### config.mk
export PLATFORM = sky130hd
export DESIGN_NAME = challenge_auth
export DESIGN_NICKNAME = d
export VERILOG_FILES = /design/src/rtl/auth_pkg.sv /design/src/rtl/auth_timer.sv /design/src/rtl/challenge_auth.sv
export SDC_FILE = /design/constraint.sdc
export NUM_CORES = 1
export LEC_CHECK = 0
export CAP_MARGIN = 5
export CORE_AREA = 8 8 77 79
export DETAILED_ROUTE_END_ITERATION = 16
export DIE_AREA = 0 0 85 87
export PLACE_DENSITY = 0.81
export SETUP_SLACK_MARGIN = 0.15
export SYNTH_ARGS = -nofsm -noshare
export SYNTH_HDL_FRONTEND = slang
export SYNTH_SLANG_ARGS = --single-unit
### constraint.sdc
create_clock -name clk -period 5.8 [get_ports clk]
set_input_delay 1.74 -clock clk [delete_from_list [all_inputs] [get_ports clk]]
set_output_delay 1.74 -clock clk [all_outputs]
set_load 0.01 [all_outputs]
### src/rtl/auth_pkg.sv
// Shared types and defaults for the challenge-response controller.
// Holds the FSM state encoding, the default key and the response window.
package auth_pkg;

   typedef enum logic [2:0] {
      IDLE    = 3'd0,
      CAPTURE = 3'd1,
      SEND_HI = 3'd2,
      SEND_LO = 3'd3,
      WAIT_HI = 3'd4,
      WAIT_LO = 3'd5,
      RESULT  = 3'd6
   } state_e;

   localparam logic [15:0] DEF_KEY       = 16'h5A3C;
   localparam int          DEF_TIMEOUT   = 12_000_000;
   localparam int          DEF_MAX_FAILS = 3;

endpackage

### src/rtl/auth_timer.sv
// Response-window timer: clearable up-counter, expiry flag on the
// last cycle of the window.
module auth_timer
   import auth_pkg::*;
#(
   parameter int TIMEOUT_CYCLES = DEF_TIMEOUT
) (
   input  logic clk,
   input  logic rst_n,
   input  logic clr,
   input  logic en,
   output logic expired
);

   localparam int W = $clog2(TIMEOUT_CYCLES + 1);

   logic [W-1:0] cnt;

   always_ff @(posedge clk or negedge rst_n) begin
      if (!rst_n) begin
         cnt <= '0;
      end else if (clr) begin
         cnt <= '0;
      end else if (en) begin
         cnt <= cnt + W'(1);
      end
   end

   assign expired = en && (cnt == W'(TIMEOUT_CYCLES - 1));

endmodule

### src/rtl/challenge_auth.sv
// Challenge-response controller between the LFSR and the UART link.
// Optional consecutive-failure lockout is enabled by AUTH_LOCKOUT_EN.
module challenge_auth
   import auth_pkg::*;
#(
   parameter logic [15:0] KEY            = DEF_KEY,
   parameter int          TIMEOUT_CYCLES = DEF_TIMEOUT,
   parameter int          MAX_FAILS      = DEF_MAX_FAILS
) (
   input  logic        clk,
   input  logic        rst_n,
   input  logic        start,
   input  logic [15:0] lfsr_random,
   output logic        lfsr_enable,
   output logic [7:0]  tx_data,
   output logic        tx_valid,
   input  logic        tx_ready,
   input  logic [7:0]  rx_data,
   input  logic        rx_valid,
   output logic        busy,
   output logic        pass,
   output logic        fail,
   output logic        authenticated,
   output logic        locked
);

   state_e      state;
   state_e      nxt;
   logic [15:0] chal;
   logic [15:0] resp;
   logic        err;
   logic        ok;
   logic        go;
   logic        waiting;
   logic        expired;

   assign resp    = chal ^ KEY;
   assign waiting = (state == WAIT_HI) || (state == WAIT_LO);
   assign go      = (state == IDLE) && start && !locked;

   auth_timer #(
      .TIMEOUT_CYCLES(TIMEOUT_CYCLES)
   ) u_timer (
      .clk    (clk),
      .rst_n  (rst_n),
      .clr    (!waiting),
      .en     (waiting),
      .expired(expired)
   );

   always_comb begin
      nxt = state;
      unique case (state)
         IDLE:    if (go) nxt = CAPTURE;
         CAPTURE: nxt = SEND_HI;
         SEND_HI: if (tx_ready) nxt = SEND_LO;
         SEND_LO: if (tx_ready) nxt = WAIT_HI;
         WAIT_HI: begin
            if (expired)       nxt = RESULT;
            else if (rx_valid) nxt = WAIT_LO;
         end
         WAIT_LO: begin
            if (expired || rx_valid) nxt = RESULT;
         end
         RESULT:  nxt = IDLE;
         default: nxt = IDLE;
      endcase
   end

   always_ff @(posedge clk or negedge rst_n) begin
      if (!rst_n) begin
         state         <= IDLE;
         chal          <= '0;
         err           <= 1'b0;
         ok            <= 1'b0;
         authenticated <= 1'b0;
      end else begin
         state <= nxt;
         if (state == CAPTURE) begin
            chal <= lfsr_random;
            err  <= 1'b0;
         end
         if (state == WAIT_HI) begin
            ok <= 1'b0;
            if (rx_valid && !expired) err <= (rx_data != resp[15:8]);
         end
         // verdict is latched every WAIT_LO cycle; the last one is kept
         if (state == WAIT_LO) begin
            ok <= !expired && rx_valid && !err && (rx_data == resp[7:0]);
         end
         if (go) authenticated <= 1'b0;
         if (state == RESULT) authenticated <= ok;
      end
   end

   assign lfsr_enable = go && rst_n;
   assign tx_valid    = (state == SEND_HI) || (state == SEND_LO);
   assign tx_data     = (state == SEND_HI) ? chal[15:8] :
                        (state == SEND_LO) ? chal[7:0]  : 8'h00;
   assign busy        = (state != IDLE);
   assign pass        = (state == RESULT) && ok;
   assign fail        = (state == RESULT) && !ok;

`ifdef AUTH_LOCKOUT_EN
   localparam int FW = $clog2(MAX_FAILS + 1);

   logic [FW-1:0] fails;

   always_ff @(posedge clk or negedge rst_n) begin
      if (!rst_n) begin
         fails <= '0;
      end else if (pass) begin
         fails <= '0;
      end else if (fail && (fails != FW'(MAX_FAILS))) begin
         fails <= fails + FW'(1);
      end
   end

   assign locked = (fails == FW'(MAX_FAILS));
`else
   logic unused_max_fails;

   assign unused_max_fails = (MAX_FAILS > 0);
   assign locked           = 1'b0;
`endif

endmodule

==> Word-level counts from Yosys, hierarchy flattened <==
Index checks and enable logic that the tools add are counted.
{ "word_totals": {"ff_bits": 46, "out_inout_bits": 15, "elab_cells": 58} }
{ "classes": {"add_sub_neg": 1, "n_eq_ne": 14, "n_mux": 17, "n_bitwise": 1, "reduce_logical": 19} }
{ "ops": {"columns": ["op", "n"], "rows": [
  ["$add A24 B1 Y24 const B", 1],
  ["$eq A24 B24 Y1 const B", 1],
  ["$mux W24", 1],
  ["$mux W3", 6],
  ["$pmux W3 S6", 1],
  ["$mux W8", 2],
  ["$eq A3 B3 Y1 const B", 3],
  ["$eq A8 B8 Y1", 1],
  ["$logic_and A1 B1 Y1", 8],
  ["$ne A8 B8 Y1", 1],
  ["$not A8 Y8", 1],
  ["$mux W1", 7],
  ["$eq A3 B2 Y1 const B", 2],
  ["$ne A2 B2 Y1 const B", 3],
  ["$reduce_and A5 Y1", 1],
  ["$reduce_bool A2 Y1", 2],
  ["$eq A3 B1 Y1 const B", 1],
  ["$logic_not A1 Y1", 3],
  ["$logic_not A3 Y1", 1],
  ["$logic_or A1 B1 Y1", 3],
  ["$ne A3 B3 Y1 const B", 1],
  ["$reduce_bool A3 Y1", 1],
  ["$ne A2 B1 Y1 const B", 1]
]} }

==> Longest topological paths before layout <==
{ "depth": {"depth_word": 8, "depth_mapped": 6, "mapped_depth_nobuf": 5} }

==> Hierarchy <==
From an unflattened synthesis, not the netlist that was laid out.
{ "unflattened": {"cells_unflattened": 245, "hier_area_um2": 2587.5} }
{ "modules_own_cells": {"columns": ["mod", "n_inst", "cells_each", "area_each_um2", "seq_area_each_um2"], "rows": [
  ["auth_timer", 1, 131, 1313.8, 600.6],
  ["challenge_auth", 1, 114, 1273.7, 550.5]
]} }

==> Worst setup path after synthesis <==
OpenSTA, ideal clock, no wires.
{ "synth_timing": {"kind": "input to output", "start": "in rst_n", "end": "out lfsr_enable", "arrival_ns": 1.935, "t_required_ns": 4.060, "setup_slack_ns": 2.125, "cell_stages": 2, "n_path_buf": 0, "path_cell_list": "nand2_1 nor2_1"} }
{ "synth_via": {"elab_chain_len": 1} }
{ "synth_lines": {"columns": ["item", "line_no", "rtl"], "rows": [
  ["start: declaration", "challenge_auth.sv:11", "input logic rst_n,"],
  ["$logic_and A1 B1 Y1", "challenge_auth.sv:96", "assign lfsr_enable = go && rst_n;"],
  ["end: declaration", "challenge_auth.sv:14", "output logic lfsr_enable,"]
]} }
Every way passes these cells.

==> Worst setup path in the final report <==
{ "layout_timing": {"start": "in start", "end": "out lfsr_enable"} }
{ "layout_via": {"elab_chain_len": 2} }
{ "layout_lines": {"columns": ["item", "line_no", "rtl"], "rows": [
  ["start: declaration", "challenge_auth.sv:12", "input logic start,"],
  ["$logic_and A1 B1 Y1", "challenge_auth.sv:39", "assign go = (state == IDLE) && start && !locked;"],
  ["$logic_and A1 B1 Y1", "challenge_auth.sv:96", null]
]} }
Every way passes these cells.

==> results.yml <==
outcome:
  status: "finished clean"
clock_tree:
  cts_buffers: 5
  cts.clk_slew.worst_paths_ns: 0.09
  clock_latency_ns: 0.30
  clock_path_buffers: 2
  cts-root-buf: "clkbuf_8"
  cts_tree: "built"
  hold_buffers: 0
  cts.htree.levels: 2
  numClockSinks: 46
  post-cts-setup-buffer-count: 0
  postCtsResizedCells: 0
timing:
  tightest_slew_ns: 1.050
  drv_slew: 0
  rsz0062_at_grt: "no"
  fin_crit_ns: 4.662
  setup_violations: 0
  relSlewSlack: 0.3001
  fin_skew_ns: 0.008420
  setup_tns_ns: 0
  max_freq_mhz: 214.5
  finalHoldViolCount: 0
  hold_slack_ns: 0.4898
  timing.final.crit_share: 0.8038
critical_path:
  cp_max_fo: 3
  cp_slowest_stage_delay_ns: 0.54
  critical-path-top-delay-family: "buffers and inverters"
  required_ns: 4.06
  arrival_ns: 2.92
  critPathSlowestCell: "clkdlybuf4s50_1"
  crit_path_end_kind: "output port"
  r2r_start: "state[1]$_DFFE_PN0P_"
  reg2regPathDepth: 3
  path_common_cell: "clkdlybuf4s50_1"
  crit_chain: "clkdlybuf4s50_1 -> nand2_1 -> nor2_1 -> clkdlybuf4s50_1"
  critPathLaunchType: "input port"
  worst-path-buf-inv: 2
  reg2reg_slack_ns: 3.62
  reg2reg_to: "state[1]$_DFFE_PN0P_"
  path_class: "input port to output port"
routing:
  drt_iter0_markers: 87
  vias: 2042
  wl_um: 5713
  post_drt_wl_per_cell_um: 16.18
  route.detailed.drc: 0
  first_pass_iters: 4
  routed_via_density: 5.785
  antenna_left: 0
synthesis:
  yosys_register_bits: 46
  ys_seq_area_frac: 0.4536
  synth_flop_cell: "dfrtp_1"
  post_synth.cell_area_avg_um2: 9.835
  syn_inst: 258
  synth_async_sr_flop_share: 1.000
  syn-cell-area_um2: 2537
  synth_edf_count: 0
  yosys_warnings: 0
  synth_fp_nets: 288
  ys_types: 40
power:
  ir_drop_v: 0.0002482
  leakagePower_nw: 1.264
  cellPowerDensity_nw_per_um2: 404.2
global_routing:
  grt_pass1_vias: 2146
  grt_pass1_wl_um: 9777
  grt_use_total: 0.1651
  antenna_found_initial: 0
  grt-ovfl-total: 0
  grt_max_degree: 47
floorplan:
  initial_utilization: 0.5235
  die_area_um2: 7395
  chipHeight_um: 87
  die_w_um: 85
  rows: 26
  coreArea_um2: 4847
  io_pins: 44
finish:
  diodes: 0
  num-fill-cells: 383
  layout-drive-gt1-share: 0.1044
  nNetsFinal: 326
  syn_to_final_growth_pct: 22.44
  layoutNonFillerInstCount: 353
place:
  routabilityCongestion: 0.7758
  dpl.cell_count: 345
  port_buffers: 42
  dp_hpwl_um: 4078
hold_path:
  min_to: "u_timer.cnt[0]$_DFF_PN0_"
  hold_start: "u_timer.cnt[0]$_DFF_PN0_"
  hold_depth: 1
  worst_hold_path_type: "register to register"
run:
  maxCapViolations: 0
[cell families (layout without fill, tap and decap cells)]
kind of cell,Yosys count,after routing,share of synthesized area
AOI/OAI and AO/OA,30,30,0.07495
and+or+nand+nor,111,111,0.2278
DFF,46,46,0.4536
muxes,26,26,0.1105
xor gates and xnor gates,28,28,0.09664
other,1,1,0.001478
buffers and inverters,15,54,0.03008
adders and majority gates,1,1,0.004930
[per-stage QoR]
step	util	cell area, um^2	worst slack [ns]	power [mW]
3_5_place_dp	0.6125	2969	1.125	0.9770
6_report	0.6409	3107	1.138	1.256
5_1_grt	0.6409	3107	1.081	1.341
2_1_floorplan	-	2537	2.125	0.7954
4_1_cts	0.6409	3107	1.126	1.268
3_3_place_gp	0.6125	2969	1.144	0.9666
[cell type report]
cell class / instances / area [um^2] / area share
timing repair buffer: 44 / 430.4 / 0.1385
clock buffer: 5 / 68.82 / 0.02215
clock inverter: 3 / 68.82 / 0.02215
multi-input combinational: 197 / 1310 / 0.4217
sequential: 46 / 1151 / 0.3705
inverter: 2 / 7.507 / 0.002416
tap: 56 / 70.07 / 0.02255
[worst max path at each step]
stage	start	to	slack, ns	cells after the start
2_1_floorplan	rst_n	lfsr_enable	2.13	2
3_3_place_gp	start	lfsr_enable	1.14	4
3_5_place_dp	start	lfsr_enable	1.13	4
4_1_cts	start	lfsr_enable	1.13	4
5_1_grt	start	lfsr_enable	1.08	4
6_report	start	lfsr_enable	1.14	4
[layout by cell type (no fill, tap or decap), types with 8 or more instances in the layout]
master,count
mux2_2,16
nand2_1,18
xor2_1,16
a21oi_1,9
nor2_1,35
nand3_1,8
mux2i_1,10
clkdlybuf4s50_1,41
nand4_1,8
xnor2_1,12
dfrtp_1,46
[worst register-to-register path, stage by stage (launching register included)]
cell and delay (ns):
dfrtp_1 0.58, nand2b_1 0.86, nor3_1 0.13, or4_1 0.49
[report_power, final]
part	switching, mW	internal [mW]	total (mW)
Clock	0.113	0.173	0.286
Sequential	0.104	0.396	0.501
Combinational	0.196	0.273	0.469
[Yosys cell counts (3+ instances only)]
library cell | n | share of area
nor4_1 | 5 | 0.012
nand3_1 | 8 | 0.016
and4_1 | 3 | 0.010
or4_1 | 6 | 0.018
o31ai_1 | 5 | 0.015
o21ai_0 | 7 | 0.014
nor3_1 | 4 | 0.0079
mux2i_1 | 10 | 0.039
nand2_1 | 18 | 0.027
nor2_1 | 35 | 0.052
nand4_1 | 8 | 0.020
and3_1 | 5 | 0.012
a21oi_1 | 9 | 0.018
or3_1 | 4 | 0.0099
o211ai_1 | 3 | 0.0089
xor2_1 | 16 | 0.055
mux2_2 | 16 | 0.071
clkbuf_1 | 7 | 0.010
xnor2_1 | 12 | 0.041
nand2b_1 | 3 | 0.0074
dfrtp_1 | 46 | 0.45
nor2b_1 | 3 | 0.0074
[sequential cells by signal (all words and copies together), names as in the netlist]
register       cells
err                1
ok                 1
u_timer.cnt       24
chal              16
state              3
authenticated      1
[metal layers]
layer | wire length, um | GRT usage | vias up
li1 | - | - | 989
met1 | 2330 | 0.1818 | 991
met2 | 2912 | 0.2841 | 54
met3 | 397 | 0.06415 | 8
met4 | 73 | 0.05502 | 0
met5 | 0 | 0 | -
(Power assumes the default switching activity.)
